===== config.mk =====
export PLATFORM = sky130hd
export DESIGN_NAME = mem_arbiter_flat
export DESIGN_NICKNAME = d
export VERILOG_FILES = /design/src/rtl/mem_arb_pkg.sv /design/src/rtl/mem_arbiter_if.sv /design/src/rtl/mem_arb_pick.sv /design/src/rtl/mem_arbiter.sv /design/src/flat_wrapper.sv
export SDC_FILE = /design/constraint.sdc
export NUM_CORES = 1
export LEC_CHECK = 0
export BUFFER_PORTS_ARGS = -buffer_cell sky130_fd_sc_hd__clkbuf_2
export CORE_MARGIN = 8
export CORE_UTILIZATION = 43
export CTS_BUF_LIST = sky130_fd_sc_hd__clkbuf_8
export DETAILED_ROUTE_END_ITERATION = 10
export HOLD_SLACK_MARGIN = 0.08
export PLACE_DENSITY = 0.95
export SYNTH_ARGS = -nofsm -noshare
export SYNTH_HDL_FRONTEND = slang
export SYNTH_SLANG_ARGS = --single-unit

===== constraint.sdc =====
create_clock -name clk -period 4.45 [get_ports clk]
set_input_delay 0.445 -clock clk [delete_from_list [all_inputs] [get_ports clk]]
set_output_delay 0.445 -clock clk [all_outputs]
set_load 0.01 [all_outputs]

===== src/rtl/mem_arb_pkg.sv =====
// Shared types and constants for the memory arbiter.
package mem_arb_pkg;

  typedef enum logic [1:0] {StIdle, StIssue, StResp} state_e;

  localparam logic REQ_I = 1'b0;
  localparam logic REQ_D = 1'b1;

  // Number of low address bits that must be zero for a word-aligned access.
  localparam int unsigned WORD_LSB = 2;

endpackage


===== src/rtl/mem_arbiter_if.sv =====
// Requester and memory bus bundle for mem_arbiter; slave = arbiter side, master = environment.
interface mem_arbiter_if #(
  parameter int unsigned ADDR_W = 32
);
  logic              i_req;
  logic [ADDR_W-1:0] i_addr;
  logic              i_ack;
  logic              i_err;
  logic [31:0]       i_rdata;

  logic              d_req;
  logic              d_we;
  logic [ADDR_W-1:0] d_addr;
  logic [31:0]       d_wdata;
  logic              d_ack;
  logic              d_err;
  logic [31:0]       d_rdata;

  logic [ADDR_W-1:0] mem_addr;
  logic [31:0]       mem_wdata;
  logic              mem_wenable;
  logic              mem_renable;
  logic [31:0]       mem_rdata;

  modport slave (
    input  i_req, i_addr, d_req, d_we, d_addr, d_wdata, mem_rdata,
    output i_ack, i_err, i_rdata, d_ack, d_err, d_rdata,
           mem_addr, mem_wdata, mem_wenable, mem_renable
  );

  modport master (
    output i_req, i_addr, d_req, d_we, d_addr, d_wdata, mem_rdata,
    input  i_ack, i_err, i_rdata, d_ack, d_err, d_rdata,
           mem_addr, mem_wdata, mem_wenable, mem_renable
  );
endinterface


===== src/rtl/mem_arb_pick.sv =====
// Combinational grant selection. MEM_ARB_RR_EN selects round-robin; otherwise data port wins.
module mem_arb_pick
  import mem_arb_pkg::*;
(
  input  logic i_req,
  input  logic d_req,
  input  logic ptr,
  output logic gnt
);

`ifdef MEM_ARB_RR_EN
  always_comb begin
    if (i_req && d_req) begin
      gnt = ptr;
    end else if (d_req) begin
      gnt = REQ_D;
    end else begin
      gnt = REQ_I;
    end
  end
`else
  logic unused_in;
  assign unused_in = ptr ^ i_req;
  assign gnt = d_req ? REQ_D : REQ_I;
`endif

endmodule


===== src/rtl/mem_arbiter.sv =====
// Shares one single-port memory between fetch and load/store ports; MEM_ARB_RR_EN enables
// round-robin arbitration, otherwise the data port has fixed priority.
module mem_arbiter
  import mem_arb_pkg::*;
#(
  parameter int unsigned MEM_BYTES = 16,
  parameter int unsigned ADDR_W    = 32
) (
  input logic           clk,
  input logic           rst_n,
  mem_arbiter_if.slave  bus
);

  state_e            state_q, state_d;
  logic              win_q, win_d;
  logic              ptr_q, ptr_d;
  logic              err_q, err_d;
  logic              rd_q, rd_d;
  logic              i_ack_q, i_ack_d;
  logic              d_ack_q, d_ack_d;
  logic              wen_q, wen_d;
  logic              ren_q, ren_d;
  logic [ADDR_W-1:0] addr_q, addr_d;
  logic [31:0]       wdata_q, wdata_d;
  logic [ADDR_W-1:0] sel_addr;
  logic              sel_legal;
  logic              gnt;

  mem_arb_pick u_pick (
    .i_req (bus.i_req),
    .d_req (bus.d_req),
    .ptr   (ptr_q),
    .gnt   (gnt)
  );

  assign sel_addr  = (gnt == REQ_D) ? bus.d_addr : bus.i_addr;
  assign sel_legal = (sel_addr[WORD_LSB-1:0] == '0) && (sel_addr < ADDR_W'(MEM_BYTES));

  always_comb begin
    state_d = state_q;
    win_d   = win_q;
    ptr_d   = ptr_q;
    err_d   = err_q;
    rd_d    = rd_q;
    addr_d  = addr_q;
    wdata_d = wdata_q;
    wen_d   = 1'b0;
    ren_d   = 1'b0;
    i_ack_d = 1'b0;
    d_ack_d = 1'b0;
    unique case (state_q)
      StIdle: begin
        if (bus.i_req || bus.d_req) begin
          win_d = gnt;
          ptr_d = ~gnt;
          if (sel_legal) begin
            addr_d = sel_addr;
            if (gnt == REQ_D) wdata_d = bus.d_wdata;
            wen_d   = (gnt == REQ_D) && bus.d_we;
            ren_d   = !wen_d;
            rd_d    = ren_d;
            err_d   = 1'b0;
            state_d = StIssue;
          end else begin
            // Rejected: skip the memory cycle and acknowledge straight away.
            err_d   = 1'b1;
            rd_d    = 1'b0;
            i_ack_d = (gnt == REQ_I);
            d_ack_d = (gnt == REQ_D);
            state_d = StResp;
          end
        end
      end
      StIssue: begin
        i_ack_d = (win_q == REQ_I);
        d_ack_d = (win_q == REQ_D);
        state_d = StResp;
      end
      StResp: begin
        state_d = StIdle;
      end
      default: begin
        state_d = StIdle;
      end
    endcase
  end

  always_ff @(posedge clk or negedge rst_n) begin
    if (!rst_n) begin
      state_q <= StIdle;
      win_q   <= REQ_I;
      ptr_q   <= REQ_I;
      err_q   <= 1'b0;
      rd_q    <= 1'b0;
      i_ack_q <= 1'b0;
      d_ack_q <= 1'b0;
      wen_q   <= 1'b0;
      ren_q   <= 1'b0;
      addr_q  <= '0;
      wdata_q <= '0;
    end else begin
      state_q <= state_d;
      win_q   <= win_d;
      ptr_q   <= ptr_d;
      err_q   <= err_d;
      rd_q    <= rd_d;
      i_ack_q <= i_ack_d;
      d_ack_q <= d_ack_d;
      wen_q   <= wen_d;
      ren_q   <= ren_d;
      addr_q  <= addr_d;
      wdata_q <= wdata_d;
    end
  end

  assign bus.i_ack       = i_ack_q;
  assign bus.i_err       = i_ack_q & err_q;
  assign bus.i_rdata     = (i_ack_q && rd_q) ? bus.mem_rdata : '0;
  assign bus.d_ack       = d_ack_q;
  assign bus.d_err       = d_ack_q & err_q;
  assign bus.d_rdata     = (d_ack_q && rd_q) ? bus.mem_rdata : '0;
  assign bus.mem_addr    = addr_q;
  assign bus.mem_wdata   = wdata_q;
  assign bus.mem_wenable = wen_q;
  assign bus.mem_renable = ren_q;

endmodule


===== src/flat_wrapper.sv =====
// flat-port wrapper written by rule: the top's interface ports become plain ports
module mem_arbiter_flat import mem_arb_pkg::*;
#(
  parameter int unsigned MEM_BYTES = 16,
  parameter int unsigned ADDR_W    = 32
)
  (clk, rst_n, bus_i_req, bus_i_addr, bus_d_req, bus_d_we, bus_d_addr, bus_d_wdata, bus_mem_rdata, bus_i_ack, bus_i_err, bus_i_rdata, bus_d_ack, bus_d_err, bus_d_rdata, bus_mem_addr, bus_mem_wdata, bus_mem_wenable, bus_mem_renable);
  mem_arbiter_if #(.ADDR_W(ADDR_W)) bus_i ();
  input logic clk;
  input logic rst_n;
  input wire logic [$bits(bus_i.i_req)-1:0] bus_i_req;
  input wire logic [$bits(bus_i.i_addr)-1:0] bus_i_addr;
  input wire logic [$bits(bus_i.d_req)-1:0] bus_d_req;
  input wire logic [$bits(bus_i.d_we)-1:0] bus_d_we;
  input wire logic [$bits(bus_i.d_addr)-1:0] bus_d_addr;
  input wire logic [$bits(bus_i.d_wdata)-1:0] bus_d_wdata;
  input wire logic [$bits(bus_i.mem_rdata)-1:0] bus_mem_rdata;
  output wire logic [$bits(bus_i.i_ack)-1:0] bus_i_ack;
  output wire logic [$bits(bus_i.i_err)-1:0] bus_i_err;
  output wire logic [$bits(bus_i.i_rdata)-1:0] bus_i_rdata;
  output wire logic [$bits(bus_i.d_ack)-1:0] bus_d_ack;
  output wire logic [$bits(bus_i.d_err)-1:0] bus_d_err;
  output wire logic [$bits(bus_i.d_rdata)-1:0] bus_d_rdata;
  output wire logic [$bits(bus_i.mem_addr)-1:0] bus_mem_addr;
  output wire logic [$bits(bus_i.mem_wdata)-1:0] bus_mem_wdata;
  output wire logic [$bits(bus_i.mem_wenable)-1:0] bus_mem_wenable;
  output wire logic [$bits(bus_i.mem_renable)-1:0] bus_mem_renable;
  assign bus_i.i_req = bus_i_req;
  assign bus_i.i_addr = bus_i_addr;
  assign bus_i.d_req = bus_d_req;
  assign bus_i.d_we = bus_d_we;
  assign bus_i.d_addr = bus_d_addr;
  assign bus_i.d_wdata = bus_d_wdata;
  assign bus_i.mem_rdata = bus_mem_rdata;
  assign bus_i_ack = bus_i.i_ack;
  assign bus_i_err = bus_i.i_err;
  assign bus_i_rdata = bus_i.i_rdata;
  assign bus_d_ack = bus_i.d_ack;
  assign bus_d_err = bus_i.d_err;
  assign bus_d_rdata = bus_i.d_rdata;
  assign bus_mem_addr = bus_i.mem_addr;
  assign bus_mem_wdata = bus_i.mem_wdata;
  assign bus_mem_wenable = bus_i.mem_wenable;
  assign bus_mem_renable = bus_i.mem_renable;
  mem_arbiter #(.MEM_BYTES(MEM_BYTES), .ADDR_W(ADDR_W)) u_core (.clk(clk), .rst_n(rst_n), .bus(bus_i));
endmodule

# Word-level counts from Yosys, hierarchy flattened
# Index checks and enable logic that the tools add are counted.
totals:
  reg_bits: 73
  latch_bits: 0
  ram_bits: 0
  mem_bits_ro: 0
  inputBits: 133
  output_inout_bits: 134
  wordCells: 48
  mem_count: 0
classes:
  add_sub_neg: 0
  multipliers: 0
  n_div: 0
  magnitude_cmp: 1
  eq_ne: 2
  n_shift: 0
  mux: 20
  bitwise: 4
  reduce_logical: 11
ops:
  columns: ["operator", "count"]
  rows:
  - ["2-to-1 mux 32 bit", 3]
  - ["< comparator 32 x 5 -> 1 bit (second input constant)", 1]
  - ["2-to-1 mux 1 bit", 12]
  - ["logical AND 1 bit", 4]
  - ["zero test 2 bit", 2]
  - ["2-to-1 mux 2 bit", 2]
  - ["case mux 1 bit (2 select lines)", 2]
  - ["case mux 2 bit (2 select lines)", 1]
  - ["AND reduction 4 bit", 1]
  - ["AND reduction 3 bit", 1]
  - ["AND 1 bit", 2]
  - ["== test 2 x 1 -> 1 bit (second input constant)", 1]
  - ["inequality test 2 x 1 -> 1 bit (second input constant)", 1]
  - ["NOT 1 bit", 2]
  - ["AND reduction 2 bit", 1]
  - ["zero test 1 bit", 1]
  - ["logical OR 1 bit", 1]

# Longest topological paths before layout
logic_depth:
  ltp_word: 7
  ltp_mapped: 6
  mapped_depth_nobuf: 5

# Cells and area by module
# A second synthesis with hierarchy kept.
unflattened:
  hier_cells: 282
  area_unflattened_um2: 3403.3
by_module_without_submodules:
  columns: ["mod", "n_inst", "cells_per_inst", "area_per_inst_um2"]
  rows:
  - ["mem_arbiter", 1, 281, 3395.8]
  - ["mem_arb_pick", 1, 1, 7.5]

# Worst setup path after synthesis
# No wires, ideal clock.
synth_path:
  path_type: "input port to flip-flop"
  from: "input port bus_d_addr[20]"
  to: "register u_core.wdata_q[10] (netlist: u_core.bus.mem_wdata[10])"
  setup_ns: 0.128
  t_arrival_ns: 2.171
  setup_slack_ns: 2.152
  cell_stages: 6
  path_cell_list: "or4b_1 -> o22a_1 -> a211oi_4 -> nand4_2 -> buf_2 -> mux2_1"
synth_between:
  elab_chain_cells: 4
synth_lines:
  columns: ["item", "line", "source"]
  rows:
  - ["from (decl)", "flat_wrapper.sv:15", "input wire logic [$bits(bus_i.d_addr)-1:0] bus_d_addr;"]
  - ["2-to-1 mux 32 bit", "mem_arbiter.sv:36", "assign sel_addr = (gnt == REQ_D) ? bus.d_addr : bus.i_addr;"]
  - ["< comparator 32 x 5 -> 1 bit", "mem_arbiter.sv:37", "assign sel_legal = (sel_addr[WORD_LSB-1:0] == '0) && (sel_addr < ADDR_W'(MEM_BYTES));"]
  - ["logical AND 1 bit", "mem_arbiter.sv:37", null]
  - ["AND reduction 4 bit (no line)", null, null]
  - ["to (signal assigned)", "mem_arbiter.sv:112", "wdata_q <= wdata_d;"]
  - ["to (decl)", "mem_arbiter.sv:24", "logic [31:0] wdata_q, wdata_d;"]
# No other way between the ends.
# A chain may end at the register's enable or synchronous reset.

# Final worst setup path
layout_path:
  from: "register u_core.rd_q"
  to: "output port bus_i_rdata[21]"
layout_between:
  elab_chain_cells: 2
layout_lines:
  columns: ["item", "line", "source"]
  rows:
  - ["from (decl)", "mem_arbiter.sv:18", "logic rd_q, rd_d;"]
  - ["from (signal assigned)", "mem_arbiter.sv:106", "rd_q <= rd_d;"]
  - ["logical AND 1 bit", "mem_arbiter.sv:118", "assign bus.i_rdata = (i_ack_q && rd_q) ? bus.mem_rdata : '0;"]
  - ["2-to-1 mux 32 bit", "mem_arbiter.sv:118", null]
  - ["to (decl)", "flat_wrapper.sv:20", "output wire logic [$bits(bus_i.i_rdata)-1:0] bus_i_rdata;"]
# No other way between the ends.

==> results.toml <==
[worst_setup_path]
crit_type = "flop to primary output"
start_kind = "flop"
cp_num_cells = 2
crit_buf_inv = 1
ff2ff_path_depth = 4
end_kind = "primary output"
critPathMaxFanout = 65
required_ns = 4.01
r2r_setup_slack_ns = 2.79
cpPeakStageDelay_ns = 1.16
crit_family = "flip-flops"
crit_path_top_delay_cell = "dfrtp_1"
path_cells = "and3_1 -> clkbuf_2"
cp.arrival_ns = 1.97

[cells_and_area]
syn2layout_area_growth_pct = 48.60
post_route_cells_drive_above_1_share_pct = 54.66
num-nets-final = 665
nFillCells = 601
fin_util_pct = 66.09

[clock_tree]
tritoncts = "built"
path_clk_slew_ns = 0.08
htree_levels = 3
post-cts-setup-buffer-count = 0
cts_resized = 0
hold_buffers = 0
cts.sinks = 73
clk_latency_ns = 0.34
cts_buffers = 9
cts-root-buf = "clkbuf_8"
cts_buffer_depth = 2

[placed_design]
dp_hpwl_um = 9817
globalplace.congestion = 0.9580
dp_slack_ns = 1.763
port_buffers = 266

[route]
vias_per_cell = 4.914
totalWireLength_um = 11850
vias = 3130
wl_per_cell_um = 18.60
first_iter_violations = 59
ant_nets = 0
first_pass_iters = 4
drc = 0

[synthesis]
ys_types = 29
syn_area_per_cell_um2 = 11.82
ys_ff_latch = 73
synth_area_mm2 = 0.003226
ys_seq_area_share_pct = 56.63
syn-instance-count = 273
postSynthNetCount = 406
yosysWarnings = 0

[sta]
final-hold-violation-count = 0
period_minus_slack_ns = 2.419
tightest_slew_ns = 1.227
relSlewSlack_pct = 18.17
worst_slack_ns = 2.031
fin_skew_ns = 0.005079
fmax_mhz = 413.3
slew_violations = 0
finalCritPeriodShare_pct = 54.37
rsz0062_at_grt = "false"
fin_tns_setup_ns = 0
finalSetupViolCount = 0

[global_routing]
track_usage_pct = 21.88
antenna_found_initial = 2
grt_pass1_vias = 3428
grt_pass1_wl_um = 17420
gr-total-overflow = 0
grt_max_degree = 74

[run]
drv_cap = 0

[power]
p_switching_uw = 293.1
ir_worst_vdd_mv = 0.1778
p_int_uw = 932.3
comb_power_share_pct = 7.9
p_seq_share_pct = 55.4
swShare_pct = 23.92
powerDensity_mw_per_mm2 = 255.6
p_leak_nw = 3.100
p_clk_share_pct = 36.7

[floorplan]
start_util_pct = 44.47
ios = 267
die_w_um = 102.6
die-height_um = 102.6
coreArea_mm2 = 0.007253
die_area_mm2 = 0.01053
num_rows = 31

[hold_path]
hold_path.class = "primary input to asynchronous set/reset pin"

[run_status]
status = "finished clean"
-- metrics by stage --
stage	hold WS, ns	power [mW]	cell area (um^2)	cells
floorplan	0.1494	0.7080	3226	273
global placement	0.4685	0.7839	4619	620
detailed placement	0.4705	0.7895	4619	620
CTS	0.2496	1.243	4788	635
global route	0.2999	1.284	4793	637
finish	0.2201	1.225	4793	637
-- power groups by stage --
stage	Sequential [mW]	Clock (mW)	Combinational, mW
global placement	0.690	0	0.0939
floorplan	0.684	0	0.0238
global route	0.680	0.496	0.108
detailed placement	0.691	0	0.0985
finish	0.679	0.450	0.0971
CTS	0.678	0.466	0.0987
-- routing by layer --
metal / vias to the layer above / routed length, um / GRT usage, %
met5: - / 0 / 0
met4: 0 / 449 / 13.21
met3: 33 / 1056 / 6.144
met2: 140 / 6362 / 40.36
met1: 1473 / 3978 / 21.16
li1: 1484 / - / -
-- cells by family (layout without fill, tap and decap cells) --
logic type             count (synthesis)  in the layout  share of synthesized area, %
AO/OA/AOI/OAI                         10             10                         2.677
multiplexers                          37             37                         12.92
other                                  0              2                             0
flip-flops                            73             73                         56.63
buffers and inverters                 24            287                         2.909
AND/OR/NAND/NOR                      129            129                         24.86
-- path summary, 6_finish.rpt --
check	startpoint	to
worst max-delay path	u_core.rd_q$_DFFE_PN0P_	bus_i_rdata[21]
worst min-delay path	rst_n	u_core.bus.mem_wdata[7]$_DFFE_PN0P_
worst max register to register	u_core.state_q[1]$_DFFE_PN0P_	u_core.bus.mem_addr[2]$_DFFE_PN0P_
worst min register to register	u_core.bus.mem_addr[12]$_DFFE_PN0P_	u_core.bus.mem_addr[12]$_DFFE_PN0P_
max in group asynchronous	rst_n	u_core.bus.mem_wdata[25]$_DFFE_PN0P_
min in group clk	bus_d_wdata[9]	u_core.bus.mem_wdata[9]$_DFFE_PN0P_
-- worst register-to-register path, stage by stage, from the launching register on --
cell and delay (ns):
dfrtp_1 0.43, nor3_1 0.44, nand3_1 0.13, buf_4 0.24, mux2_2 0.31
-- cell usage after synthesis, drive strengths merged --
cell | number | area share, %
or4b | 1 | 0.31
nor2 | 5 | 0.58
or4 | 1 | 0.23
and3 | 64 | 12
dfrtp | 73 | 57
inv | 4 | 0.47
nand2 | 3 | 0.35
o21a | 1 | 0.23
buf | 3 | 0.47
mux2 | 37 | 13
nor2b | 1 | 0.19
a32o | 1 | 0.31
o21ai | 1 | 0.16
nor4b | 1 | 0.27
a211oi | 1 | 0.62
nand4 | 2 | 0.58
a21oi | 2 | 0.31
clkbuf | 17 | 2.0
and2 | 32 | 6.2
nor4 | 12 | 2.3
a22o | 2 | 0.54
a21o | 1 | 0.23
and4 | 2 | 0.54
nand3 | 2 | 0.31
nand3b | 1 | 0.23
nor3 | 2 | 0.31
o22a | 1 | 0.27
-- cell usage in the layout, fill, tap and decap left out, drive strengths merged --
master	n
nor3	2
nand2	3
a21o	1
diode	2
buf	3
nor2b	1
a211oi	1
a22o	2
o21ai	1
o22a	1
mux2	37
nand3b	1
or4b	1
clkinv	3
clkbuf	275
nand3	2
nand4	2
a21oi	2
and4	2
or4	1
nor4b	1
o21a	1
nor2	5
and3	64
and2	32
inv	5
nor4	12
clkinvlp	1
dfrtp	73
a32o	1
-- layout make-up --
type / count / area, um^2 / share of cell area [%]
clock inverter: 5 / 31.28 / 0.6526
sequential: 73 / 1827 / 38.11
antenna: 2 / 5.005 / 0.1044
clock buffer: 10 / 137.6 / 2.871
tap: 99 / 123.9 / 2.584
inverter: 4 / 15.01 / 0.3132
timing repair buffer: 268 / 1349 / 28.14
multi-input combinational: 176 / 1305 / 27.23
(Power assumes the default switching activity.)
